`config.mk`:
```
export PLATFORM = sky130hd
export DESIGN_NAME = render_cmd_sequencer
export DESIGN_NICKNAME = d
export VERILOG_FILES = /design/src/rtl/render_cmd_sequencer.sv
export SDC_FILE = /design/constraint.sdc
export NUM_CORES = 1
export LEC_CHECK = 0
export ABC_AREA = 1
export CAP_MARGIN = 20
export CORE_MARGIN = 3
export CORE_UTILIZATION = 59
export DETAILED_ROUTE_END_ITERATION = 12
export GPL_ROUTABILITY_DRIVEN = 0
export PLACE_DENSITY = 0.91
export SYNTH_ARGS = -nofsm -noshare
export SYNTH_HDL_FRONTEND = slang
export SYNTH_SLANG_ARGS = --single-unit
```
`constraint.sdc`:
```
create_clock -name clk -period 3.31 [get_ports clk]
set_clock_uncertainty 0.2 [all_clocks]
set_input_delay 0.662 -clock clk [delete_from_list [all_inputs] [get_ports clk]]
set_output_delay 0.662 -clock clk [all_outputs]
set_load 0.02 [all_outputs]
```
`src/rtl/render_cmd_sequencer.sv`:
```
// Buffers packed draw commands in a small FIFO and replays each one as an ordered
// series of single-word Avalon-MM writes to the renderer register file.
`timescale 1ns/1ps
module render_cmd_sequencer #(
    parameter int DEPTH    = 8,
    parameter int X_MAX    = 319,
    parameter int Y_MAX    = 239,
    parameter int SKIP_TEX = 1
) (
    input  logic                     clk,
    input  logic                     rst,
    input  logic                     cmd_valid,
    output logic                     cmd_ready,
    input  logic                     cmd_bg,
    input  logic [6:0]               cmd_tex,
    input  logic [9:0]               cmd_x,
    input  logic [8:0]               cmd_y,
    output logic [3:0]               master_address,
    output logic                     master_write,
    output logic [31:0]              master_writedata,
    input  logic                     master_waitrequest,
    output logic                     busy,
    output logic [$clog2(DEPTH):0]   fifo_level,
    output logic                     clamp_evt
);

    localparam int AW = $clog2(DEPTH);
    localparam int LW = AW + 1;
    localparam int EW = 27;

    typedef enum logic [2:0] {IDLE, LOAD, WR_TEX, WR_X, WR_Y, WR_PLOT, GAP} state_t;

    logic [EW-1:0] mem_q [DEPTH];
    logic [AW-1:0] wr_ptr_q, rd_ptr_q;
    logic [LW-1:0] count_q, count_d;
    logic          ready_q;
    logic          clamp_q;
    logic          push, pop;
    logic          x_over, y_over;
    logic [9:0]    x_sat;
    logic [8:0]    y_sat;
    logic [EW-1:0] head;

    state_t        state_q, nxt_q;
    logic          wk_bg_q;
    logic [6:0]    wk_tex_q;
    logic [9:0]    wk_x_q;
    logic [8:0]    wk_y_q;
    logic [6:0]    cache_q;
    logic          cache_vld_q;
    logic [3:0]    addr_q;
    logic [31:0]   wdata_q;
    logic          write_q;

    logic          skip_tex;
    state_t        load_tgt, enter_tgt, follow;
    logic [3:0]    enter_addr;
    logic [31:0]   enter_data;

    // Coordinates are saturated on the way in so the FIFO only ever holds legal values.
    assign x_over = cmd_x > 10'(X_MAX);
    assign y_over = cmd_y > 9'(Y_MAX);
    assign x_sat  = x_over ? 10'(X_MAX) : cmd_x;
    assign y_sat  = y_over ? 9'(Y_MAX) : cmd_y;

    assign push = cmd_valid && ready_q;
    assign pop  = (state_q == IDLE) && (count_q != '0);
    assign head = mem_q[rd_ptr_q];

    always_comb begin
        count_d = count_q + LW'(push) - LW'(pop);
    end

    always_ff @(posedge clk) begin
        if (push) begin
            mem_q[wr_ptr_q] <= {cmd_bg, cmd_tex, x_sat, y_sat};
        end
    end

    // ready_q is the registered not-full flag, so a full FIFO refuses even with a same-cycle pop.
    always_ff @(posedge clk or posedge rst) begin
        if (rst) begin
            wr_ptr_q <= '0;
            rd_ptr_q <= '0;
            count_q  <= '0;
            ready_q  <= 1'b0;
            clamp_q  <= 1'b0;
        end else begin
            if (push) wr_ptr_q <= wr_ptr_q + AW'(1);
            if (pop)  rd_ptr_q <= rd_ptr_q + AW'(1);
            count_q <= count_d;
            ready_q <= (count_d != LW'(DEPTH));
            clamp_q <= push && (x_over || y_over);
        end
    end

    assign skip_tex = (SKIP_TEX != 0) && cache_vld_q && (cache_q == wk_tex_q);

    always_comb begin
        load_tgt = WR_TEX;
        if (skip_tex) load_tgt = wk_bg_q ? WR_PLOT : WR_X;
        enter_tgt = (state_q == LOAD) ? load_tgt : nxt_q;

        enter_addr = 4'd0;
        enter_data = 32'd0;
        case (enter_tgt)
            WR_TEX:  begin enter_addr = 4'd4; enter_data = {25'd0, wk_tex_q}; end
            WR_X:    begin enter_addr = 4'd1; enter_data = {22'd0, wk_x_q};   end
            WR_Y:    begin enter_addr = 4'd2; enter_data = {23'd0, wk_y_q};   end
            WR_PLOT: begin enter_addr = 4'd6; enter_data = 32'd0;             end
            default: ;
        endcase

        follow = IDLE;
        case (state_q)
            WR_TEX:  follow = wk_bg_q ? WR_PLOT : WR_X;
            WR_X:    follow = WR_Y;
            WR_Y:    follow = WR_PLOT;
            default: follow = IDLE;
        endcase
    end

    always_ff @(posedge clk or posedge rst) begin
        if (rst) begin
            state_q     <= IDLE;
            nxt_q       <= IDLE;
            wk_bg_q     <= 1'b0;
            wk_tex_q    <= '0;
            wk_x_q      <= '0;
            wk_y_q      <= '0;
            cache_q     <= '0;
            cache_vld_q <= 1'b0;
            addr_q      <= '0;
            wdata_q     <= '0;
            write_q     <= 1'b0;
        end else begin
            case (state_q)
                IDLE: begin
                    if (pop) begin
                        {wk_bg_q, wk_tex_q, wk_x_q, wk_y_q} <= head;
                        state_q <= LOAD;
                    end
                end
                // Address/data are only loaded here, so they never move while write is high.
                LOAD, GAP: begin
                    state_q <= enter_tgt;
                    if (enter_tgt != IDLE) begin
                        write_q <= 1'b1;
                        addr_q  <= enter_addr;
                        wdata_q <= enter_data;
                    end
                end
                WR_TEX, WR_X, WR_Y, WR_PLOT: begin
                    if (!master_waitrequest) begin
                        write_q <= 1'b0;
                        state_q <= GAP;
                        nxt_q   <= follow;
                        if (state_q == WR_TEX) begin
                            cache_q     <= wk_tex_q;
                            cache_vld_q <= 1'b1;
                        end
                    end
                end
                default: state_q <= IDLE;
            endcase
        end
    end

    assign cmd_ready        = ready_q;
    assign master_address   = addr_q;
    assign master_write     = write_q;
    assign master_writedata = wdata_q;
    assign busy             = (count_q != '0) || (state_q != IDLE);
    assign fifo_level       = count_q;
    assign clamp_evt        = clamp_q;

endmodule
```
After elaboration in Yosys (flattened, before gate mapping). Memories as Yosys holds them, arrays and structs flattened. A register that Yosys moved wholly into a read port is not among the register bits. Cells that the tools add are included.

Flip-flop bits (word level): 63. RAM bits: 216. Input port bits: 31. Output and inout port bits: 44. Word-level logic and storage cells: 70. Memories: 1.

Memories: mem_q (depth 8, width 27, read ports 1, clocked after Yosys merged registers in 1, wr ports 1, line 33) `logic [EW-1:0] mem_q [DEPTH];`.

$add $sub $neg: 4. $lt $le $gt $ge: 2. Eq/ne operators: 15. Multiplexer cells: 16. Bitwise logic cells: 1. Reduce and logical (&&, ||, !) cells: 19.

Operator list (count): case mux 10 bit (3 select lines) (1); case mux 3 bit (3 select lines) (2); == test 3 bit, second input constant (5); two-way mux 3 bit (5); == test 3 x 2 -> 1 bit, second input constant (4); case mux 3 bit (4 select lines) (1); greater-than comparator 10 x 9 -> 1 bit, second input constant (1); two-way mux 10 bit (1); greater-than comparator 9 x 8 -> 1 bit, second input constant (1); two-way mux 9 bit (1); AND reduction 2 bit (4); == test 7 bit (1); adder 3 x 1 -> 3 bit, second input constant (2); inequality test 2 bit, second input constant (3); AND reduction 3 bit (2); nonzero test 3 bit (2); adder 4 x 1 -> 4 bit (1); logical AND 1 bit (4); two-way mux 1 bit (4); inequality test 4 bit, second input constant (1); nonzero test 4 bit (1); OR reduction 4 bit (1); subtractor 4 x 1 -> 4 bit (1); == test 3 x 1 -> 1 bit, second input constant (1); other kinds (6) (7).

Depth between registers and ports, before layout. Gate-level depths: netlist (run 1).

Word-level depth: 7. Depth in mapped cells: 15. Gate-level depth less buffers: 14.

Worst setup path before layout (run 1). OpenSTA, ideal clock, no wires.

Path kind: flip-flop to flip-flop. Start: register count_q[2] (netlist: fifo_level[2]). End: register ready_q (netlist: cmd_ready). Arrival time: 2.571 ns. Setup slack: 0.415 ns. Cell stages (with the launch flop): 15. Path buffers: 1. Clock period less this slack: 2.895 ns. Cell sequence: dfrtp_1 inv_1 ha_1 nand2_1 nor2_1 nor2_2 clkbuf_1 ha_1 inv_1 ha_1 inv_1 fa_1 inv_1 nor3_1 nand2_1.

Longest elaborated chain between the ends: 4. Elaborated cells on any way between the ends: 5. Those cells by class: 2 x add/sub; 1 x eq/ne; 2 x reduce/logical.

RTL lines: from (decl) (line 35) `logic [LW-1:0] count_q, count_d;`; from (signal assigned) (line 91) `count_q <= count_d;`; nonzero test 4 bit (line 67) `assign pop = (state_q == IDLE) && (count_q != '0);`; logical AND 1 bit (line 67); via pop (line 38) `logic push, pop;`; subtractor 4 x 1 -> 4 bit (line 71) `count_d = count_q + LW'(push) - LW'(pop);`; via count_d[1] (line 35); inequality test 4 bit (line 92) `ready_q <= (count_d != LW'(DEPTH));`; to (signal assigned) (line 92); to (decl) (line 36) `logic ready_q;`.

The timed path passes the listed nets, and every way through them passes these cells. A chain may end at the register's enable or synchronous reset.

Final worst setup path (run 1).
Start: register state_q[1]. End: output port busy.

Longest elaborated chain between the ends: 2.

RTL lines: from (decl) (line 44) `state_t state_q, nxt_q;`; from (signal assigned) (line 146) `state_q <= enter_tgt;`; nonzero test 3 bit (line 173) `assign busy = (count_q != '0) || (state_q != IDLE);`; logical OR 1 bit (line 173); to (decl) (line 22) `output logic busy,`.

No other way between the ends.

==> flow_results.org, run 1 <==
** Outcome
- Result of the run :: finished clean

** Worst setup path
- Max incr delay on CP :: around 0.55 ns
- The cell family contributing the most delay on the critical path is buffers and inverters.
- In this run the number of cells on the critical path is 6.
- Buf/Inv on CP :: 3
- For flop-to-flop paths, the worst setup slack is 0.67 ns.
- Startpoint of the worst register-to-register path :: state_q[1]
- STA puts the critical path data arrival time at 2.17 ns.
- In this run the worst setup path terminates at busy.
- CP required :: 2.45 ns
- The largest individual stage delay along the critical path comes from the cell sky130_fd_sc_hd__clkdlybuf4s50_1.
- STA classifies the critical path endpoint as an output pin.
- Largest fanout of any net on the critical path :: 5
- Critical-path cell list :: nor2_4 -> inv_1 -> nor2_1 -> buf_4 -> nand2_1 -> clkdlybuf4s50_1
- The worst setup path is of the reg2out kind.
- In this run the critical register-to-register path is captured at cmd_ready.
- Counting cells, the worst reg-to-reg path comes to 13.
- Critical path startpoint category :: register
- CP Launch Point :: state_q[1]

** Route
- After detailed routing, the number of remaining DRC violations is 0.
- The routed layout has about 7,900 vias.
- The first detailed-routing pass ran for 6 iterations.
- Detailed Route WL :: 26,200 um
- Count of routing violations after the opening detailed-route iteration :: around 920
- After detailed routing, the average wire length per cell comes to approximately 20 um.
- Dividing the detail-routed via count by the number of cells gives roughly 6.
- Post-route ant nets :: 0

** Timing
- Total negative slack :: 0 ns
- Setup Viol. Count Final :: 0
- At the pin with the least slew margin, the transition time is 1.00 ns.
- Headroom to the max-slew limit came out at between 30 and 40%.
- Unrepaired setup endpoints after global routing :: no
- Final critical-path required period :: just over 3 ns
- Number of hold violations in the final report :: 0
- Count of pins over their slew limit :: 0
- In the post-route analysis, the smallest setup slack over all paths is around 0.27 ns.
- Timing would allow up to 0.329 GHz.
- In the finished design, the share of the clock period the worst path needs comes to approximately nine tenths.

** Clock tree
- After clock tree synthesis, the flow added hold-fix buffers numbering 0.
- In this run the post-CTS setup repair buffer count came out at 0.
- TritonCTS Buffers :: 28
- The longest clock path from root to sink contains 3 buffers.
- Clock latency on the worst-skew pair, taken at its later pin, is roughly 0.56 ns.
- Gates resized during post-CTS repair numbered 0.
- In this run the number of H-tree levels came out at 1.
- Clock Pin Slew Worst Setup and Hold Paths :: around 0.060 ns
- CTS Sinks :: 283
- TritonCTS built the clock tree.
- Library cell used as clock root buffer :: sky130_fd_sc_hd__clkbuf_16

** Global routing
- For this run, global-route usage on met2 was measured as between 40% and 50%.
- For met1 alone, demand over resource in global routing was between 30% and 40%.
- Peak-usage layer in the global routing report :: met2
- For met3 alone, demand over resource in global routing was about 3.8%.
- The number of global-route vias before repair is between 7,000 and 8,000.
- The first global-routing pass estimated between 40,000 and 50,000 um of wire.
- The number of antenna violations at the first check in global routing came to 0.
- After global routing the overflow that remains totals 0.
- Entering global routing, the biggest net connects between 60 and 70 pins.
- GRT Overall Usage :: approximately a quarter

** Floorplanning
- In this run the vertical extent of the chip is around 150 um.
- Number of primary I/O pins :: 75
- Core Area :: around 0.019 mm2
- The initialized floorplan defines 50 standard-cell rows.
- Die Span X :: around 150 um
- Initial cell density of the core :: roughly three fifths
- Die Area :: 0.0215 mm2

** Placed design
- OpenSTA, run right after detailed placement, puts the worst setup slack at approximately 0.35 ns.
- The wire-length estimate of the detail-placed layout is between 15,000 and 20,000 um.
- Once placement finished, the instance area stood at 0.0125 mm2.
- Port buffering added between 50 and 60 buffers.

** Logic synthesis
- The synthesized design contains ~220 enable-type register cells.
- The synthesized netlist devotes between 10% and 20% of its cell area to simple gates.
- List of most frequent post-synthesis cells :: 216 x sky130_fd_sc_hd__edfxtp_1, 131 x sky130_fd_sc_hd__o21ai_0, 128 x sky130_fd_sc_hd__nand2_1
- The cell count after synthesis came out at approximately 1,000.
- Summing the areas of all compound-gate instances in the mapped netlist gives between 10% and 20% of the synthesized area.
- Counting flops with an async set or reset pin after synthesis yields a share of roughly a quarter.
- Adder and majority gate portion of the synthesized area :: less than 1%
- Fraction of synthesized cell area taken by the top area cell type :: roughly 56%
- After synthesis, the share of cell area in mux cells is 0.193%.
- By area, the combinational part of the netlist is dominated by simple AND/OR/NAND/NOR gates.
- Main synth FF type :: sky130_fd_sc_hd__edfxtp_1
- During synthesis, Yosys emitted a total of 0 warnings.
- The share of the Yosys chip area taken by registers is a little over two thirds.
- Synthesized cell area :: 0.0117 mm2
- In this run, synthesis produced a sequential element count of between 200 and 300.
- Count of distinct cell types in the synthesized netlist :: 36
- Average instance area after synthesis :: ~12 um2
- Xor/xnor cell area share of the yosys netlist :: less than 1%
- Summed over all instances, the cell type with the most area after synthesis is sky130_fd_sc_hd__edfxtp_1.
- Yosys attributes the largest share of cell area to sky130_fd_sc_hd__edfxtp_1 56%, sky130_fd_sc_hd__dfrtp_1 14%, sky130_fd_sc_hd__o21ai_0 5.6%.
- Dominant cell by count in the synthesized netlist :: sky130_fd_sc_hd__edfxtp_1

** Power
- Pwr Density :: approximately 890 mW/mm2
- Across the VDD grid, the largest voltage drop is between 400 and 500 uV.
- Pleak :: approximately 4.9 nW

** Finish
- Post-layout nets :: 1,080
- Synthesis-to-finish area growth :: 14.4%
- The post-route netlist has around a tenth of its cells at a drive strength greater than 1.
- After filler insertion, the fill cell instance count of the layout stands at 1,253.
- The repair_antennas step left the layout with diodes totalling 0.
- With fillers left out, the area of the finished cells amounts to 0.0134 mm2.

** Hold path
- Type of the most critical hold path :: reg2reg

** Job
- Max Cap Viol :: 0
==> per-stage QoR <==
step / total power [mW] / util, % / hold WS (ns) / cells
after detailed placement: 8.80 / 65.4 / 0.246 / 1271
after global placement: 8.59 / 65.4 / 0.239 / 1271
after global routing: 12.5 / 70.0 / 0.274 / 1323
after floorplan: 7.64 / - / 0.222 / 1014
after CTS: 11.8 / 70.0 / 0.262 / 1323
final: 11.9 / 70.0 / 0.256 / 1323
==> worst reg2reg max path, cell delays in order (launching register included) <==
cell and delay [ns]:
sky130_fd_sc_hd__dfrtp_1 0.45, sky130_fd_sc_hd__nor2_4 0.16, sky130_fd_sc_hd__inv_1 0.05, sky130_fd_sc_hd__nor2_1 0.19
sky130_fd_sc_hd__inv_1 0.11, sky130_fd_sc_hd__nor2_4 0.10, sky130_fd_sc_hd__ha_1 0.23, sky130_fd_sc_hd__inv_1 0.05
sky130_fd_sc_hd__ha_1 0.15, sky130_fd_sc_hd__inv_1 0.06, sky130_fd_sc_hd__fa_1 0.47, sky130_fd_sc_hd__inv_1 0.05
sky130_fd_sc_hd__nor3_1 0.17, sky130_fd_sc_hd__nand2_1 0.08
==> logic make-up (layout without fill, tap and decap cells) <==
logic type / Yosys count / in the layout
AND/OR/NAND/NOR: 344 / 344
flip-flops: 283 / 283
AO/OA/AOI/OAI: 204 / 204
buffers and inverters: 128 / 177
adder cells (fa/ha/maj): 8 / 8
XOR/XNOR: 6 / 6
multiplexers: 2 / 2
other: 1 / 39
==> cells in the final DEF, fill, tap and decap left out, types with 5 or more instances in the layout <==
master	synthesis	layout
sky130_fd_sc_hd__or2_2	14	14
sky130_fd_sc_hd__buf_4	24	19
sky130_fd_sc_hd__edfxtp_1	216	216
sky130_fd_sc_hd__nor2_1	127	119
sky130_fd_sc_hd__clkbuf_1	42	6
sky130_fd_sc_hd__clkbuf_16	0	28
sky130_fd_sc_hd__nand4_1	8	8
sky130_fd_sc_hd__dfrtp_1	67	66
sky130_fd_sc_hd__ha_1	7	7
sky130_fd_sc_hd__a21oi_1	7	7
sky130_fd_sc_hd__clkinv_2	0	7
sky130_fd_sc_hd__inv_2	11	12
sky130_fd_sc_hd__o22ai_1	7	7
sky130_fd_sc_hd__o21ai_0	131	131
sky130_fd_sc_hd__clkdlybuf4s50_1	0	51
sky130_fd_sc_hd__nand2_1	128	128
sky130_fd_sc_hd__o211ai_1	5	5
sky130_fd_sc_hd__conb_1	1	39
sky130_fd_sc_hd__nand3_1	53	53
sky130_fd_sc_hd__inv_1	42	41
sky130_fd_sc_hd__o221ai_1	49	49
sky130_fd_sc_hd__nor2_2	2	9
==> per-layer routing <==
layer  wire (um)  vias up
met1        9910     3836
met2       13200      484
met3        2440       73
li1            -     3547
met4         683        0
met5           0        -
==> where the power goes <==
part / total (mW) / switching, mW / internal [mW]
clock network: 3.00 / 1.31 / 1.69
registers: 4.96 / 0.410 / 4.55
logic: 3.90 / 2.69 / 1.21
total: 11.9 / 4.41 / 7.45
==> sequential cells by signal, summed over array words and instances (netlist names), 4 cells and up <==
signal            count
mem_q               216
master_writedata     10
wk_x_q               10
wk_y_q                9
cache_q               7
wk_tex_q              7
fifo_level            4
==> worst min path at each step <==
stage                            from           to  slack [ns]  cells after the start
after CTS                 cache_vld_q  cache_vld_q        0.26                      2
final                     cache_vld_q  cache_vld_q        0.26                      2
after floorplan           cache_vld_q  cache_vld_q        0.22                      2
after global routing      cache_vld_q  cache_vld_q        0.27                      2
after global placement    cache_vld_q  cache_vld_q        0.24                      2
after detailed placement  cache_vld_q  cache_vld_q        0.25                      2
==> final cells by class <==
cell class / instances / area, um2 / share of cell area (%)
sequential: 283 / 8160 / 61.1
clock buffer: 36 / 751 / 5.62
timing repair buffer: 72 / 693 / 5.19
inverter: 53 / 199 / 1.49
tap: 260 / 325 / 2.44
multi-input combinational: 603 / 3090 / 23.1
clock inverter: 16 / 133 / 0.993
Power figures use the tool's default switching activity.
==> run 2: changes to the inputs <==
CORE_MARGIN = 2   (was 3)
SLEW_MARGIN = 0   (was not set)
==> run 2 against run 1 <==
  * Sequential power fell by 1%
  * Clock power is 4% higher
  * Total power rose by 1.7%
  * Utilization down 1.0 points
  * Combinational power grew 3%
  * Largest cell class unchanged
  * Critical path type unchanged
  * Non-clock buffer count rose by 2
  * Highest routed layer unchanged
  * Global-route usage increased by 2.0 points
==> flow_results.org, run 2 (synthesis results as in run 1) <==
** Timing
- The summed negative setup slack over all endpoints was 0 ns (unchanged).
- The slew at the pin with the worst max-slew slack is 1.08 ns (was 1.00 ns).
- Final critical-path required period :: 2.88 ns (was 3.04 ns)
- Number of hold violations in the final report :: 0 (unchanged)
- The period utilization came to 86.9% (was 91.7%).
- Min setup slack post-route :: 0.434 ns (was 0.275 ns)
- The number of max-slew violations in the final report came to 0 (unchanged).
- Hold WS :: 0.186 ns (was 0.256 ns)
- Unrepaired setup endpoints after global routing: no (unchanged).
- Setup Viol. Count Final :: 0 (unchanged)
- The maximum operating frequency was 0.348 GHz (was 0.329 GHz).
- The relative slew slack was 27.8% (was 33.3%).

** Clock tree
- Library cell used as clock root buffer :: sky130_fd_sc_hd__clkbuf_16 (unchanged)
- H-tree levels :: 1 (unchanged)
- Clock tree from TritonCTS :: yes (unchanged)
- The buffer count from post-CTS setup fixing is 0 (unchanged).
- PostCTS Resize Cnt :: 0 (unchanged)
- TritonCTS Buffers :: 27 (was 28)
- Clock Pin Slew Worst Setup and Hold Paths :: 0.06 ns (about the same)
- The number of buffers inserted for hold repair after clock tree synthesis was 0 (unchanged).
- CTS Sinks :: 283 (unchanged)
- The clock latency reported for the late side of the worst-skew pair came to 0.54 ns (was 0.56 ns).
- The maximum buffer depth of the clock tree came to 3 (unchanged).

** Route
- The antenna violation net count after detailed routing is 0 (unchanged).
- The sum of routed wire length over all layers was 26,800 um (was 26,200 um).
- Routed len/inst :: 20.2 um (was 19.8 um)
- The DRC marker count from the first detailed-route iteration is 988 (was 922).
- Detailed-route vias per instance :: 6.03 (was 6.00)
- The number of detailed-route iterations in the first pass is 5 (was 6).
- Number of remaining DRC errors :: 0 (unchanged)
- The via count came to 8,010 (was 7,940).

** Worst setup path
- CP Class :: reg2out (unchanged)
- Worst-case reg-to-reg path depth :: 13 (unchanged)
- CP required :: 2.45 ns (about the same)
- Critical path startpoint category :: register (unchanged)
- Largest fanout of any net on the critical path :: 5 (unchanged)
- The critical path capture point type was an output pin (unchanged).
- The data arrival time of the worst path is 2.01 ns (was 2.17 ns).

** Power
- Pwr Density :: 898 mW/mm2 (was 888 mW/mm2)
- The static power due to leakage was 4.97 nW (was 4.93 nW).
- The worst-case vdd ir drop came to 594 uV (was 468 uV).
- The total power consumption of the routed design was 12.1 mW (was 11.9 mW).

** Floorplanning
- The die outline area is 0.0209 mm2 (was 0.0215 mm2).
- Die Span X :: 145 um (was 147 um)
- Core Area :: 0.0195 mm2 (was 0.0191 mm2)
- Number of primary I/O pins :: 75 (unchanged)
- Die height :: 145 um (was 147 um)
- Number of placement rows :: 51 (was 50)
- The initial core utilization is 60.0% (was 61.2%).

** Global routing
- The largest net degree at the start of global routing was 111 (was 65).
- The total grt overflow came to 0 (unchanged).
- Number of antenna violations at the first check in global routing :: 1 (was 0)
- The combined global-route utilization of all metal layers is 26.1% (was 24.1%).
- The number of global-route vias before repair is 7,775 (was 7,665).
- The global-route wire length before repair came to 41,500 um (was 41,000 um).

** Placed design
- Inst Count DP :: 1,278 (was 1,271)
- Post-Place Setup Slack :: 0.275 ns (was 0.350 ns)
- Placed Instance Area :: 0.0125 mm2 (about the same)
- The quantity of I/O buffers inserted on ports was 51 (unchanged).
- Half-perimeter wire length after placement :: 15,600 um (was 15,400 um)

** Finish
- The layout-stage area growth over the synthesis result came to 15.0% (was 14.4%).
- The final cell count without fillers is 1,328 (was 1,323).
- The final core utilization is 68.9% (was 70.0%).
- The final cell area excluding filler cells is 0.0134 mm2 (about the same).
- The proportion of layout cells with a drive suffix above 1 came to 10.7% (was 10.6%).
- The register containing the most flip-flops in the final layout was mem_q (unchanged).
- The flip-flop count of the largest register, all copies and words added is 216 (unchanged).
- Highest-count cells in the layout ignoring fill and taps :: 216 x sky130_fd_sc_hd__edfxtp_1, 131 x sky130_fd_sc_hd__o21ai_0, 128 x sky130_fd_sc_hd__nand2_1, 119 x sky130_fd_sc_hd__nor2_1, 66 x sky130_fd_sc_hd__dfrtp_1 (unchanged)
- The number of nets in the layout is 1,081 (was 1,080).
- The most common cell after layout, fill and taps aside was sky130_fd_sc_hd__edfxtp_1 (unchanged).

** Outcome
- Result of the run :: finished clean (unchanged)

** Hold path
- Type of the most critical hold path :: in2async (was reg2reg)

** Job
- The total of max-cap violations is 0 (unchanged).
==> run 2: worst paths after layout <==
path / start / endpoint / slack, ns
setup / recovery: state_q[1] / busy / 0.43
hold / removal: rst / cache_q[2] / 0.19
setup reg to reg: state_q[1] / cmd_ready / 0.67
hold reg to reg: cache_vld_q / cache_vld_q / 0.26
max in group asynchronous: rst / nxt_q[2] / 2.15
min in group clk: cache_vld_q / cache_vld_q / 0.26
==> run 2: layout make-up <==
type,count,area (um2)
multi-input combinational,603,3080
sequential,283,8160
timing repair buffer,74,733
tap,265,332
inverter,53,199
antenna,1,2.50
fill,1246,6040
clock buffer,37,764
clock inverter,12,140
==> run 2: layer usage <==
metal / wire [um] / part of all wire, % / vias up / global-route usage (%)
met4: 693 / 2.6 / 0 / 6.95
met5: 0 / 0 / - / 0
met2: 13600 / 51 / 481 / 45.4
li1: - / - / 3552 / -
met1: 10100 / 38 / 3917 / 34.3
met3: 2410 / 9.0 / 60 / 4.54
==> run 2: report_power, final <==
group | switching [mW] | leakage, nW | internal (mW) | total, mW
clock | 1.29 | 0.447 | 1.85 | 3.13
combinational | 2.79 | 1.77 | 1.24 | 4.03
sequential | 0.346 | 2.75 | 4.55 | 4.89
==> run 2: worst max-delay path, stage by stage (launching register included) <==
cell and delay (ns):
sky130_fd_sc_hd__dfrtp_1 0.44, sky130_fd_sc_hd__nor2_4 0.16, sky130_fd_sc_hd__inv_1 0.05, sky130_fd_sc_hd__nor2_1 0.18, sky130_fd_sc_hd__nand2_1 0.11, sky130_fd_sc_hd__clkdlybuf4s50_1 0.55
==> run 3: changes to the inputs <==
CORE_UTILIZATION = 30   (was 59)
PLACE_DENSITY = 0.58   (was 0.91)
==> run 3 against run 2 <==
  * Global-route usage is 13 points lower
  * Combinational power decreased by 2%
  * Routed wire length grew 2.0%
  * First-iteration DRC count decreased by 38%
  * Fmax shrank 6.0%
  * Die area up 94%
  * Utilization shrank 33 points
  * Worst setup slack lost 0.18 ns
  * Via count decreased by 6.7%
  * Non-clock buffer count increased by 2
  * Critical endpoint unchanged
  * Highest routed layer unchanged
==> flow_results.org, run 3 (synthesis results as in run 1) <==
** Outcome
- Result of the run :: finished clean (unchanged)

** Worst setup path
- The worst reg-to-reg setup slack is 0.65 ns (was 0.67 ns).
- The required time of the critical path is 2.45 ns (about the same).
- The critical-path maximum fanout is 2 (was 5).
- Worst-case reg-to-reg path depth :: 13 (unchanged)
- CP Data Arrival Time :: 2.20 ns (was 2.01 ns)
- The launch instance of the worst register-to-register path was fifo_level[2] (was state_q[1]).
- Crit. End Element :: output pin (unchanged)
- Critical-path cell list: inv_1 -> ha_1 -> nand2_1 -> nor2_1 -> nand2_1 -> clkdlybuf4s50_1 (was nor2_4 -> inv_1 -> nor2_1 -> nand2_1 -> clkdlybuf4s50_1).
- Capture instance of the worst register-to-register path :: cmd_ready (unchanged)
- Critical path's slowest cell :: sky130_fd_sc_hd__clkdlybuf4s50_1 (unchanged)
- The start-to-end type of the worst setup path is reg2out (unchanged).
- Cell occurring most often along the worst timing path :: sky130_fd_sc_hd__nand2_1
- Max incr delay on CP :: 0.55 ns (about the same)
- Critical path startpoint category :: register (unchanged)

** Clock tree
- Worst-Skew Late Latency :: 0.56 ns (was 0.54 ns)
- Post-cts hold buffer count :: 0 (unchanged)
- The depth of the CTS H-tree was 1 (unchanged).
- The number of cells upsized or downsized after cts came to 0 (unchanged).
- Maximum count of clock buffers along a single path :: 3 (unchanged)
- The CTS tree is yes (unchanged).
- Library cell used as clock root buffer :: sky130_fd_sc_hd__clkbuf_16 (unchanged)
- The buffer count from post-CTS setup fixing was 0 (unchanged).
- Clock Pin Slew Worst Setup and Hold Paths :: 0.06 ns (about the same)
- The number of clock sinks seen by CTS is 283 (unchanged).
- TritonCTS Buffers :: 29 (was 27)

** Route
- Post-route ant nets :: 0 (unchanged)
- The sum of routed wire length over all layers was 27,300 um (was 26,800 um).
- The number of detailed-route iterations in the first pass was 4 (was 5).
- Total number of vias :: 7,471 (was 8,010)
- Count of routing violations after the opening detailed-route iteration :: 611 (was 988)
- Number of remaining DRC errors :: 0 (unchanged)
- Routed len/inst :: 17.2 um (was 20.2 um)
- The via density per instance is 4.71 (was 6.03).

** Finish
- The most common cell after layout, fill and taps aside is sky130_fd_sc_hd__edfxtp_1 (unchanged).
- Highest-count cells in the layout ignoring fill and taps: 216 x sky130_fd_sc_hd__edfxtp_1, 131 x sky130_fd_sc_hd__o21ai_0, 128 x sky130_fd_sc_hd__nand2_1, 119 x sky130_fd_sc_hd__nor2_1, 66 x sky130_fd_sc_hd__dfrtp_1 (unchanged).
- Synthesis-to-finish area growth :: 19.3% (was 15.0%)
- The number of nets in the layout came to 1,085 (was 1,081).
- The count of antenna diodes in the layout came to 0 (was 1).
- End-of-flow core utilization :: 36.1% (was 68.9%)
- The final cell area excluding filler cells is 0.0139 mm2 (was 0.0134 mm2).
- The register containing the most flip-flops in the final layout was mem_q (unchanged).
- The proportion of layout cells with a drive suffix above 1 is 11.3% (was 10.7%).
- The flip-flop count of the largest register, all copies and words added is 216 (unchanged).

** Global routing
- The total grt overflow was 0 (unchanged).
- Number of antenna violations at the first check in global routing :: 0 (was 1)
- Pin count of the biggest net entering global routing :: 109 (was 111)
- Number of global-route vias before repair :: 7,221 (was 7,775)
- Wire length of the first global-routing pass :: 42,400 um (was 41,500 um)
- The combined global-route utilization of all metal layers came to 13.3% (was 26.1%).

** Timing
- The maximum operating frequency came to 0.327 GHz (was 0.348 GHz).
- Total negative slack :: 0 ns (unchanged)
- The slew at the pin with the worst max-slew slack is 0.854 ns (was 1.08 ns).
- The time the worst path needs with I/O delays and setup came to 3.06 ns (was 2.88 ns).
- The relative slew slack is 43.0% (was 27.8%).
- Setup Viol. Count Final :: 0 (unchanged)
- Post-route clock period utilization :: 92.4% (was 86.9%)
- Number of hold violations in the final report :: 0 (unchanged)
- Unrepaired setup endpoints after global routing: no (unchanged).
- Count of pins over their slew limit :: 0 (unchanged)

** Floorplanning
- Die height :: 201 um (was 145 um)
- Number of primary I/O pins :: 75 (unchanged)
- The die width came to 201 um (was 145 um).
- The number of placement rows came to 72 (was 51).
- The placeable core area came to 0.0386 mm2 (was 0.0195 mm2).
- The die outline area was 0.0405 mm2 (was 0.0209 mm2).
- Initial cell density of the core :: 30.3% (was 60.0%)

** Power
- The worst-case vdd ir drop is 491 uV (was 594 uV).
- Pwr Density :: 893 mW/mm2 (was 898 mW/mm2)
- Pleak :: 5.05 nW (was 4.97 nW)

** Job
- The total of max-cap violations is 0 (unchanged).

** Hold path
- The class of the tightest hold or removal check is in2async (unchanged).

** Placed design
- The half-perimeter wire length after placement is 16,000 um (was 15,600 um).
- Placed Instance Area :: 0.0129 mm2 (was 0.0125 mm2)
- I/O Buffers :: 51 (unchanged)
[run 3: through the flow]
stage	setup WS, ns	instances	hold slack, ns	total power, mW
floorplan	0.415	1014	0.222	7.64
global placement	0.436	1533	0.241	8.88
detailed placement	0.427	1533	0.242	8.97
CTS	0.155	1587	0.142	12.6
global route	0.109	1587	0.168	13.2
finish	0.251	1587	0.156	12.4
[run 3: report_power, final]
part	leakage, nW	total, mW	internal (mW)	switching, mW
clock	0.512	3.57	2.19	1.38
sequential	2.75	4.92	4.55	0.371
combinational	1.78	3.95	1.25	2.69
[run 3: final cells by class]
class,count,area [um2]
multi-input combinational,603,3090
clock buffer,36,762
fill,3838,24600
sequential,283,8160
timing repair buffer,76,773
tap,518,648
clock inverter,18,284
inverter,53,199
[run 3: worst max-delay path by stage]
stage | from | to | slack, ns | cells past startpoint
after floorplan | fifo_level[2] | cmd_ready | 0.41 | 14
after global placement | cmd_valid | cmd_ready | 0.44 | 10
after detailed placement | cmd_valid | cmd_ready | 0.43 | 10
after CTS | fifo_level[2] | busy | 0.16 | 6
after global routing | fifo_level[2] | busy | 0.11 | 6
final | fifo_level[2] | busy | 0.25 | 6
[run 3: critical path: cells and delay by family, from the launching register on]
family / cells / cell delay [ns]
adder cells (fa/ha/maj): 1 / 0.16
buffers and inverters: 2 / 0.63
AND/OR/NAND/NOR: 3 / 0.48
flip-flops: 1 / 0.37
[run 3: metal layers]
layer	GRT usage, %	part of all wire, %	vias up
li1	-	-	3560
met1	19.1	47	3688
met2	20.9	45	196
met3	2.80	6.2	27
met4	2.86	1.4	0
met5	0	0	-
